File: src/rtl/ram_port_arbiter_pkg.sv
// Shared constants for the data-RAM port A arbiter: bus widths used by the
// memory map and the arbiter FSM state encoding.
package ram_port_arbiter_pkg;

    localparam int ADDR_W = 16;
    localparam int DATA_W = 32;

    localparam logic [1:0] ARB_FREE  = 2'd0;
    localparam logic [1:0] ARB_HOLD0 = 2'd1;
    localparam logic [1:0] ARB_HOLD1 = 2'd2;

    // Request fields common to both masters, so grant logic treats them alike
    typedef struct packed {
        logic              req;
        logic              lock;
        logic [ADDR_W-1:0] addr;
    } arb_req_t;

endpackage

File: src/rtl/ram_port_arbiter_if.sv
// Bundle of both master handshakes plus the RAM port A wiring.
// The arbiter sits on the slave side; clients and the RAM sit on the master side.
interface ram_port_arbiter_if;
    import ram_port_arbiter_pkg::*;

    logic              m0_req;
    logic              m0_lock;
    logic [ADDR_W-1:0] m0_addr;
    logic              m0_gnt;
    logic              m0_rvalid;

    logic              m1_req;
    logic              m1_wr;
    logic              m1_lock;
    logic [ADDR_W-1:0] m1_addr;
    logic [DATA_W-1:0] m1_d;
    logic              m1_gnt;
    logic              m1_rvalid;

    logic [DATA_W-1:0] rdata;
    logic [ADDR_W-1:0] ram_addr;
    logic              ram_wr;
    logic [DATA_W-1:0] ram_d;
    logic [DATA_W-1:0] ram_q;

    modport master (
        output m0_req, m0_lock, m0_addr,
        output m1_req, m1_wr, m1_lock, m1_addr, m1_d,
        output ram_q,
        input  m0_gnt, m0_rvalid, m1_gnt, m1_rvalid,
        input  rdata, ram_addr, ram_wr, ram_d
    );

    modport slave (
        input  m0_req, m0_lock, m0_addr,
        input  m1_req, m1_wr, m1_lock, m1_addr, m1_d,
        input  ram_q,
        output m0_gnt, m0_rvalid, m1_gnt, m1_rvalid,
        output rdata, ram_addr, ram_wr, ram_d
    );

endinterface

File: src/rtl/ram_port_arbiter.sv
// Shares data-RAM port A between the video fetcher (m0, priority) and the j1
// CPU data port (m1), with starvation override and bounded burst locking.
module ram_port_arbiter
    import ram_port_arbiter_pkg::*;
#(
    parameter int MAX_STARVE = 4,
    parameter int MAX_HOLD   = 8
) (
    input  logic               clk,
    input  logic               resetq,
    ram_port_arbiter_if.slave  bus
);

    localparam int SW = $clog2(MAX_STARVE + 1);
    localparam int HW = $clog2(MAX_HOLD + 1);

    arb_req_t          r0;
    arb_req_t          r1;
    logic [1:0]        state;
    logic [SW-1:0]     starve;
    logic [HW-1:0]     hold;
    logic [ADDR_W-1:0] last_addr;
    logic              m0_rvalid_q;
    logic              m1_rvalid_q;
    logic              gnt0;
    logic              gnt1;
    logic              starve_max;
    logic              hold_last;

    assign r0 = '{req: bus.m0_req, lock: bus.m0_lock, addr: bus.m0_addr};
    assign r1 = '{req: bus.m1_req, lock: bus.m1_lock, addr: bus.m1_addr};

    assign starve_max = (starve == SW'(MAX_STARVE));
    assign hold_last  = (hold == HW'(MAX_HOLD - 1));

    // Grants are gated by resetq so nothing reaches the RAM while in reset
    always_comb begin
        gnt0 = 1'b0;
        gnt1 = 1'b0;
        if (resetq) begin
            case (state)
                ARB_FREE: begin
                    if (r0.req && !(r1.req && starve_max))
                        gnt0 = 1'b1;
                    else if (r1.req)
                        gnt1 = 1'b1;
                end
                ARB_HOLD0: gnt0 = r0.req;
                ARB_HOLD1: gnt1 = r1.req;
                default: ;
            endcase
        end
    end

    always_ff @(posedge clk or negedge resetq) begin
        if (!resetq) begin
            state       <= ARB_FREE;
            starve      <= '0;
            hold        <= '0;
            last_addr   <= '0;
            m0_rvalid_q <= 1'b0;
            m1_rvalid_q <= 1'b0;
        end else begin
            m0_rvalid_q <= gnt0;
            m1_rvalid_q <= gnt1 & ~bus.m1_wr;

            if (gnt0)
                last_addr <= r0.addr;
            else if (gnt1)
                last_addr <= r1.addr;

            // A forced end of an m0 burst hands the next free cycle to a waiting m1
            if (!r1.req || gnt1)
                starve <= '0;
            else if (state == ARB_HOLD0 && gnt0 && r0.lock && hold_last)
                starve <= SW'(MAX_STARVE);
            else if (state == ARB_FREE && gnt0 && !starve_max)
                starve <= starve + SW'(1);

            case (state)
                ARB_FREE: begin
                    if (gnt0 && r0.lock && MAX_HOLD > 1) begin
                        state <= ARB_HOLD0;
                        hold  <= HW'(1);
                    end else if (gnt1 && r1.lock && MAX_HOLD > 1) begin
                        state <= ARB_HOLD1;
                        hold  <= HW'(1);
                    end
                end
                ARB_HOLD0: begin
                    if (gnt0 && r0.lock && !hold_last) begin
                        hold <= hold + HW'(1);
                    end else begin
                        state <= ARB_FREE;
                        hold  <= '0;
                    end
                end
                ARB_HOLD1: begin
                    if (gnt1 && r1.lock && !hold_last) begin
                        hold <= hold + HW'(1);
                    end else begin
                        state <= ARB_FREE;
                        hold  <= '0;
                    end
                end
                default: begin
                    state <= ARB_FREE;
                    hold  <= '0;
                end
            endcase
        end
    end

    assign bus.m0_gnt    = gnt0;
    assign bus.m1_gnt    = gnt1;
    assign bus.m0_rvalid = m0_rvalid_q;
    assign bus.m1_rvalid = m1_rvalid_q;
    assign bus.rdata     = bus.ram_q;
    assign bus.ram_addr  = gnt0 ? r0.addr : (gnt1 ? r1.addr : last_addr);
    assign bus.ram_wr    = gnt1 & bus.m1_wr;
    assign bus.ram_d     = bus.m1_d;

endmodule
File: src/flat_wrapper.sv
// flat-port wrapper written by rule: the top's interface ports become plain ports
module ram_port_arbiter_flat import ram_port_arbiter_pkg::*;
#(
    parameter int MAX_STARVE = 4,
    parameter int MAX_HOLD   = 8
)
  (clk, resetq, bus_m0_req, bus_m0_lock, bus_m0_addr, bus_m1_req, bus_m1_wr, bus_m1_lock, bus_m1_addr, bus_m1_d, bus_ram_q, bus_m0_gnt, bus_m0_rvalid, bus_m1_gnt, bus_m1_rvalid, bus_rdata, bus_ram_addr, bus_ram_wr, bus_ram_d);
  ram_port_arbiter_if bus_i ();
  input  logic clk;
  input  logic resetq;
  input wire logic [$bits(bus_i.m0_req)-1:0] bus_m0_req;
  input wire logic [$bits(bus_i.m0_lock)-1:0] bus_m0_lock;
  input wire logic [$bits(bus_i.m0_addr)-1:0] bus_m0_addr;
  input wire logic [$bits(bus_i.m1_req)-1:0] bus_m1_req;
  input wire logic [$bits(bus_i.m1_wr)-1:0] bus_m1_wr;
  input wire logic [$bits(bus_i.m1_lock)-1:0] bus_m1_lock;
  input wire logic [$bits(bus_i.m1_addr)-1:0] bus_m1_addr;
  input wire logic [$bits(bus_i.m1_d)-1:0] bus_m1_d;
  input wire logic [$bits(bus_i.ram_q)-1:0] bus_ram_q;
  output wire logic [$bits(bus_i.m0_gnt)-1:0] bus_m0_gnt;
  output wire logic [$bits(bus_i.m0_rvalid)-1:0] bus_m0_rvalid;
  output wire logic [$bits(bus_i.m1_gnt)-1:0] bus_m1_gnt;
  output wire logic [$bits(bus_i.m1_rvalid)-1:0] bus_m1_rvalid;
  output wire logic [$bits(bus_i.rdata)-1:0] bus_rdata;
  output wire logic [$bits(bus_i.ram_addr)-1:0] bus_ram_addr;
  output wire logic [$bits(bus_i.ram_wr)-1:0] bus_ram_wr;
  output wire logic [$bits(bus_i.ram_d)-1:0] bus_ram_d;
  assign bus_i.m0_req = bus_m0_req;
  assign bus_i.m0_lock = bus_m0_lock;
  assign bus_i.m0_addr = bus_m0_addr;
  assign bus_i.m1_req = bus_m1_req;
  assign bus_i.m1_wr = bus_m1_wr;
  assign bus_i.m1_lock = bus_m1_lock;
  assign bus_i.m1_addr = bus_m1_addr;
  assign bus_i.m1_d = bus_m1_d;
  assign bus_i.ram_q = bus_ram_q;
  assign bus_m0_gnt = bus_i.m0_gnt;
  assign bus_m0_rvalid = bus_i.m0_rvalid;
  assign bus_m1_gnt = bus_i.m1_gnt;
  assign bus_m1_rvalid = bus_i.m1_rvalid;
  assign bus_rdata = bus_i.rdata;
  assign bus_ram_addr = bus_i.ram_addr;
  assign bus_ram_wr = bus_i.ram_wr;
  assign bus_ram_d = bus_i.ram_d;
  ram_port_arbiter #(.MAX_STARVE(MAX_STARVE), .MAX_HOLD(MAX_HOLD)) u_core (.clk(clk), .resetq(resetq), .bus(bus_i));
endmodule
File: config.mk
export PLATFORM = sky130hd
export DESIGN_NAME = ram_port_arbiter_flat
export DESIGN_NICKNAME = d
export VERILOG_FILES = /design/src/rtl/ram_port_arbiter_pkg.sv /design/src/rtl/ram_port_arbiter_if.sv /design/src/rtl/ram_port_arbiter.sv /design/src/flat_wrapper.sv
export SDC_FILE = /design/constraint.sdc
export NUM_CORES = 1
export LEC_CHECK = 0
export CORE_AREA = 2 2 72 74
export CTS_CLUSTER_DIAMETER = 120
export DETAILED_ROUTE_END_ITERATION = 8
export DIE_AREA = 0 0 74 76
export DONT_BUFFER_PORTS = 1
export PLACE_DENSITY = 0.58
export SETUP_SLACK_MARGIN = 0.2
export SLEW_MARGIN = 20
export SYNTH_ARGS = -nofsm -noshare
export SYNTH_HDL_FRONTEND = slang
export SYNTH_SLANG_ARGS = --single-unit
File: constraint.sdc
create_clock -name clk -period 2.1 [get_ports clk]
set_input_delay 0.42 -clock clk [delete_from_list [all_inputs] [get_ports clk]]
set_output_delay 0.42 -clock clk [all_outputs]
set_load 0.03 [all_outputs]
* After elaboration in Yosys (flattened, before gate mapping)
Index checks and enable logic that the tools add are counted.
** Operators by class
- Eq/ne operators :: 7
- Add/sub/neg operators :: 2
- Reduce and logical (&&, ||, !) cells :: 19
- Muxes and demuxes :: 22
- Bitwise operators :: 3
** Operators by type and width (count)
- 2-to-1 mux 16 bit :: 2
- 2-to-1 mux 4 bit :: 4
- one-hot mux 4 bit (3 select lines) :: 1
- logical AND 1 bit :: 11
- 2-to-1 mux 3 bit :: 3
- 2-to-1 mux 2 bit :: 4
- one-hot mux 2 bit (3 select lines) :: 1
- 2-to-1 mux 1 bit :: 5
- adder 4 x 1 -> 4 bit (second input constant) :: 1
- == test 4 x 3 -> 1 bit (second input constant) :: 1
- zero test 1 bit :: 4
- != test 2 bit (second input constant) :: 2
- one-hot mux 1 bit (2 select lines) :: 2
- adder 3 x 1 -> 3 bit (second input constant) :: 1
- == test 3 bit (second input constant) :: 1
- != test 3 bit (second input constant) :: 1
- AND reduction 3 bit :: 1
- nonzero test 3 bit :: 1
- AND 1 bit :: 2
- == test 2 x 1 -> 1 bit (second input constant) :: 1
- == test 2 bit (second input constant) :: 1
- zero test 2 bit :: 1
- logical OR 1 bit :: 1
- inverter 1 bit :: 1
** Storage, ports and cells
- Output and inout bits :: 85
- Input port bits :: 103
- Register bits after elaboration :: 27

* Depth between registers and ports, before layout
- Depth after elaboration :: 12
- Depth in mapped cells :: 7
- Depth with buffers taken out :: 6

* Worst setup path after synthesis
Ideal clock, no wire load.
- Path type :: reg2out
- From :: register u_core.starve[0]
- To :: output port bus_ram_addr[11]
- Required time :: 1680 ps
- Setup slack :: -191 ps
- Stages on the path, launching flop included :: 8
- Arrival time :: 1871 ps
- Path buffers :: 1
- Cells stage by stage :: dfrtp_1 > inv_1 > ha_1 > nand2_1 > a31oi_4 > buf_4 > mux2i_1 > a21oi_1
** On the way
- Cells in the longest elaborated chain, start to end :: 9
- Elaborated cells between the ends (all ways) :: 12
- Classes of those cells :: 1 x eq/ne; 8 x mux; 3 x reduce/logical
** Ends and longest elaborated chain
- start: declaration :: RTL line ram_port_arbiter.sv:20 : logic [SW-1:0] starve;
- start signal: assignment :: RTL line ram_port_arbiter.sv:76 : starve <= SW'(MAX_STARVE);
- start signal: assignment :: RTL line ram_port_arbiter.sv:78 : starve <= starve + SW'(1);
- == test 3 bit :: RTL line ram_port_arbiter.sv:33 : assign starve_max = (starve == SW'(MAX_STARVE));
- logical AND 1 bit :: RTL line ram_port_arbiter.sv:43 : if (r0.req && !(r1.req && starve_max))
- zero test 1 bit :: RTL line ram_port_arbiter.sv:43
- logical AND 1 bit :: RTL line ram_port_arbiter.sv:43
- 2-to-1 mux 1 bit :: RTL line ram_port_arbiter.sv:43
- one-hot mux 1 bit (2 select lines) :: RTL line ram_port_arbiter.sv:41 : case (state)
- 2-to-1 mux 1 bit :: RTL line ram_port_arbiter.sv:40 : if (resetq) begin
- named net bus_m1_gnt :: RTL line flat_wrapper.sv:22 : output wire logic [$bits(bus_i.m1_gnt)-1:0] bus_m1_gnt;
- 2-to-1 mux 16 bit (2 in a row)
- end: declaration :: RTL line flat_wrapper.sv:25 : output wire logic [$bits(bus_i.ram_addr)-1:0] bus_ram_addr;
The timed path passes the listed nets, and every way through them passes these cells.

* Worst setup path in the final report
- From :: register u_core.starve[0]
- To :: output port bus_ram_addr[5]
** On the way
- Cells in the longest elaborated chain, start to end :: 9
- Elaborated cells between the ends (all ways) :: 12
- Classes of those cells :: 1 x eq/ne; 8 x mux; 3 x reduce/logical
** Ends and longest elaborated chain (RTL line)
- == test 3 bit (*) :: ram_port_arbiter.sv:33
- logical AND 1 bit (*) :: ram_port_arbiter.sv:43
- zero test 1 bit (*) :: ram_port_arbiter.sv:43
- logical AND 1 bit (*) :: ram_port_arbiter.sv:43
- 2-to-1 mux 1 bit :: ram_port_arbiter.sv:43
- one-hot mux 1 bit (2 select lines) :: ram_port_arbiter.sv:41
- 2-to-1 mux 1 bit :: ram_port_arbiter.sv:40
- 2-to-1 mux 16 bit
- 2-to-1 mux 16 bit (*)
Mark *: on every way between the ends. The rest lies on a longest branch, timed or not.

==> results.md <==
• 108.7% — post-route fraction of the period consumed by the critical path
• 1.68 ns — data required time at the worst endpoint
• 218 — non-filler instance count after layout
• 10 — initial drt markers
• 0.24 ns — reg2reg setup slack
• 188 — number of primary I/O pins
• 3949 µm — Routed Wire Length
• 3 — clock buffers created by TritonCTS
• 17 — final setup violation count
• 0.27 ns — later-pin clock latency in the skew report
• 1287 — number of global-route vias before repair
• 2421 µm — HPWL after detailed placement
• 0 — Max-Cap Viols
• 28 — largest net degree at the start of global routing
• 202 — Placed Instances
• 9 — depth of the most critical reg-to-reg path
• 14.49% — overall global routing resource usage
• 445.0 µV — Worst VDD drop
• 0.7307 — gp weighted congestion
• 0.8015 nW — leakage power figure
• bus_m1_wr — Worst Hold Launch
• 0.41 ns — maximum cell stage delay along the critical path
• 0 — number of warning messages in the yosys log
• 1 — cell depth of the worst min-delay path
• 27 — count of state elements after synthesis
• 666.0 nW/µm² — total power divided by cell area
• primary input to flip-flop — path type of the worst min-delay path
• 4912 µm² — area of the core region
• 445 — count of filler cells inserted in the layout
• sky130_fd_sc_hd__dfrtp_1 (36%), sky130_fd_sc_hd__buf_4 (26%), sky130_fd_sc_hd__mux2i_1 (8.6%) — cell types occupying the most area after synthesis
• 0 — antenna violations before repair
• 0 — antenna cells
• 9.470 µm² — Avg Cell Area, Syn
• 4 — drt first pass iters
• 42.57% — layout cell share with drive strength beyond 1
• inv_2, ha_4, nand2_4, a31oi_4, buf_12, buf_16, mux2i_4, a21oi_4 — Cell Chain, Critical Path
• -0.1832 ns — Worst Slack Setup Final
• built — TritonCTS clock tree
• 6230 µm — wire length of the first global-routing pass
• u_core.hold[0]$_DFFE_PN0P_ — FF-to-FF End
• true — setup repair after global routing missed its margin
• 0.002664 ns — worst clock skew on the final layout
• 18.11 µm — wire length per cell
• complete, but fails checks — run status
• setup timing — failing checks
• 36.22% — register area share after synthesis
• 303 — synthesized netlist net count
• 37.98% — effective utilization at floorplan
• 3 — critical path buffer and inverter count
• 26 — # rows
• 2.283 ns — Min Clock Period, post-route
• 15.83% — area delta synth->final
• 74 µm — Die Span X
• 197 — Gate Count Post-Synth
• 5.326 — per-cell via count in the routed design
• sky130_fd_sc_hd__dfrtp_1 — Slowest cell on crit path
• flip-flops — kind of cell adding the most delay to the critical path
• 1 — H-tree depth
• 43.99% — Final Core Density
• flip-flop to primary output — critical path class
• sky130_fd_sc_hd__clkbuf_8 — library cell used as clock root buffer
• 0 — final hold violation count
• 1161 — routed via count
• 0 — Antenna Nets Post-Route
• 438.0 MHz — Max Freq
• 76 µm — Die Y-Extent
• 0 — count of input and output buffers
• 2 — Max clock buf depth
• 0.09 ns — clock slew at the register clock pins of the worst setup and hold paths
• 1.86 ns — data arrival at the endpoint of the critical path
• flip-flop — critical path startpoint category
• 0.3317 ns — transition at the pin with the smallest max-transition slack
• 36.22% — area share of the largest cell type after synthesis
• 31 — distinct cell type count after synthesis
• 77.89% — worst max-slew margin expressed relative to the limit
• 1866 µm² — Mapped Area
• 5 — critical-path maximum fanout
• u_core.bus.m1_rvalid$_DFF_PN0_ — worst-case hold path end point
• 5624 µm² — die area
• primary output — capturing element type of the critical path
• 255 — NumNets Final
• 0 — aggregate global routing overflow
• u_core.starve[0]$_DFFE_PN0P_ — FF-to-FF Start
• 27 — TritonCTS Sinks
• 0 — final-report max-slew violation count
• sky130_fd_sc_hd__dfrtp_1 — Yosys top cell by area
• 0 — residual DRC count
## synthesized netlist by cell type
library cell	instances
sky130_fd_sc_hd__and4b_1	1
sky130_fd_sc_hd__a211o_1	2
sky130_fd_sc_hd__a31oi_4	1
sky130_fd_sc_hd__buf_6	1
sky130_fd_sc_hd__inv_1	6
sky130_fd_sc_hd__nand3b_1	3
sky130_fd_sc_hd__mux2i_1	16
sky130_fd_sc_hd__o22ai_1	1
sky130_fd_sc_hd__nand2_1	4
sky130_fd_sc_hd__nand3_1	4
sky130_fd_sc_hd__nand4b_1	1
sky130_fd_sc_hd__nand4_1	2
sky130_fd_sc_hd__nor2_1	17
sky130_fd_sc_hd__nor4b_1	1
sky130_fd_sc_hd__a32o_1	3
sky130_fd_sc_hd__nor3_1	1
sky130_fd_sc_hd__buf_4	65
sky130_fd_sc_hd__dfrtp_1	27
sky130_fd_sc_hd__buf_2	2
sky130_fd_sc_hd__ha_1	3
sky130_fd_sc_hd__and4_1	1
sky130_fd_sc_hd__a31oi_1	1
sky130_fd_sc_hd__clkbuf_1	3
sky130_fd_sc_hd__a22o_1	2
sky130_fd_sc_hd__and3b_1	2
sky130_fd_sc_hd__xnor2_1	2
sky130_fd_sc_hd__and3_1	1
sky130_fd_sc_hd__and2_1	1
sky130_fd_sc_hd__a2111oi_2	1
sky130_fd_sc_hd__nor2b_1	2
sky130_fd_sc_hd__a21oi_1	20
## cell type report
class	instances	area [µm²]	share of cell area [%]
Clock buffer	4	45.04	2.085
Inverter	6	26.28	1.216
Multi-Input combinational cell	93	1065	49.28
Sequential cell	27	676.9	31.33
Tap cell	70	87.58	4.053
Timing Repair Buffer	18	260.3	12.04
## per-layer routing
| metal | up-vias | GRT usage (%) | wire [µm] | part of all wire, % |
|---|---|---|---|---|
| li1 | 516 | - | - | - |
| met1 | 557 | 15.93 | 1364 | 35 |
| met2 | 71 | 24.46 | 2040 | 52 |
| met3 | 17 | 5.556 | 442 | 11 |
| met4 | 0 | 6.000 | 100 | 2.5 |
| met5 | - | 0 | 0 | 0 |
## report_power, final
| part | switching [mW] | internal, mW | leakage [nW] |
|---|---|---|---|
| registers | 0.0536 | 0.580 | 0.325 |
| clock network | 0.165 | 0.136 | 0.0228 |
| logic | 0.282 | 0.222 | 0.453 |
## placed cells by master, fill, tap and decap left out, drive strengths merged, types with 2 or more instances in the layout
cell type / Yosys / layout
clkbuf: 3 / 4
a211o: 2 / 2
a22o: 2 / 2
a32o: 3 / 3
nor2: 17 / 17
nand3b: 3 / 3
nand3: 4 / 4
dfrtp: 27 / 27
nor2b: 2 / 2
nand2: 4 / 4
and3b: 2 / 2
ha: 3 / 3
mux2i: 16 / 16
a31oi: 2 / 2
buf: 68 / 16
xnor2: 2 / 2
a21oi: 20 / 20
inv: 6 / 5
nand4: 2 / 2
## metrics by stage
step | setup slack [ns] | hold slack (ns) | instance area [µm²] | total power, mW | setup TNS, ns
after floorplan | 0.08364 | 0.1244 | 1951 | 1.125 | 0
after global placement | 0.08539 | 0.1259 | 1573 | 0.9291 | 0
after detailed placement | 0.01938 | 0.1262 | 1573 | 0.9377 | 0
after CTS | -0.1951 | 0.1965 | 2145 | 1.434 | -2.793
after global routing | -0.2477 | 0.1909 | 2161 | 1.496 | -3.461
final | -0.1832 | 0.2011 | 2161 | 1.439 | -2.457
## worst max path at each step
stage,cells after the start,endpoint,slack [ns],startpoint
after global routing,8,bus_ram_addr[5],-0.25,u_core.starve[0]$_DFFE_PN0P_
after detailed placement,7,bus_ram_addr[14],0.02,u_core.starve[0]$_DFFE_PN0P_
after global placement,7,bus_ram_addr[14],0.09,u_core.starve[0]$_DFFE_PN0P_
after floorplan,6,bus_ram_addr[10],0.08,u_core.state[0]$_DFFE_PN0P_
final,8,bus_ram_addr[5],-0.18,u_core.starve[0]$_DFFE_PN0P_
after CTS,8,bus_ram_addr[9],-0.20,u_core.starve[0]$_DFFE_PN0P_
## timing repair
item / 4_1_cts / 5_1_grt
hold buffers: 2 / 0
pin swaps: 16 / 9
setup endpoints to repair: 18 / 23
gates resized for setup: 59 / 2
gates cloned: 3 / 0
endpoints found under the hold margin: 27 / 0
buffers inserted: 5 / 2
## cell families (layout without fill, tap and decap cells)
logic type	count (synthesis)	in the layout	synth area share, %
buf+inv	77	28	29.11
simple gates	41	41	11.67
compound gates	31	31	11.47
flops	27	27	36.22
mux	16	16	8.585
fa+ha+maj	3	3	2.012
xor+xnor	2	2	0.9391
## sequential cells by signal (all words and copies together), names as in the netlist
signal / cells
u_core.hold: 4
u_core.last_addr: 16
u_core.state: 2
u_core.starve: 3
u_core.bus.m0_rvalid: 1
u_core.bus.m1_rvalid: 1
Note: power is estimated with default switching activity, not from simulation.
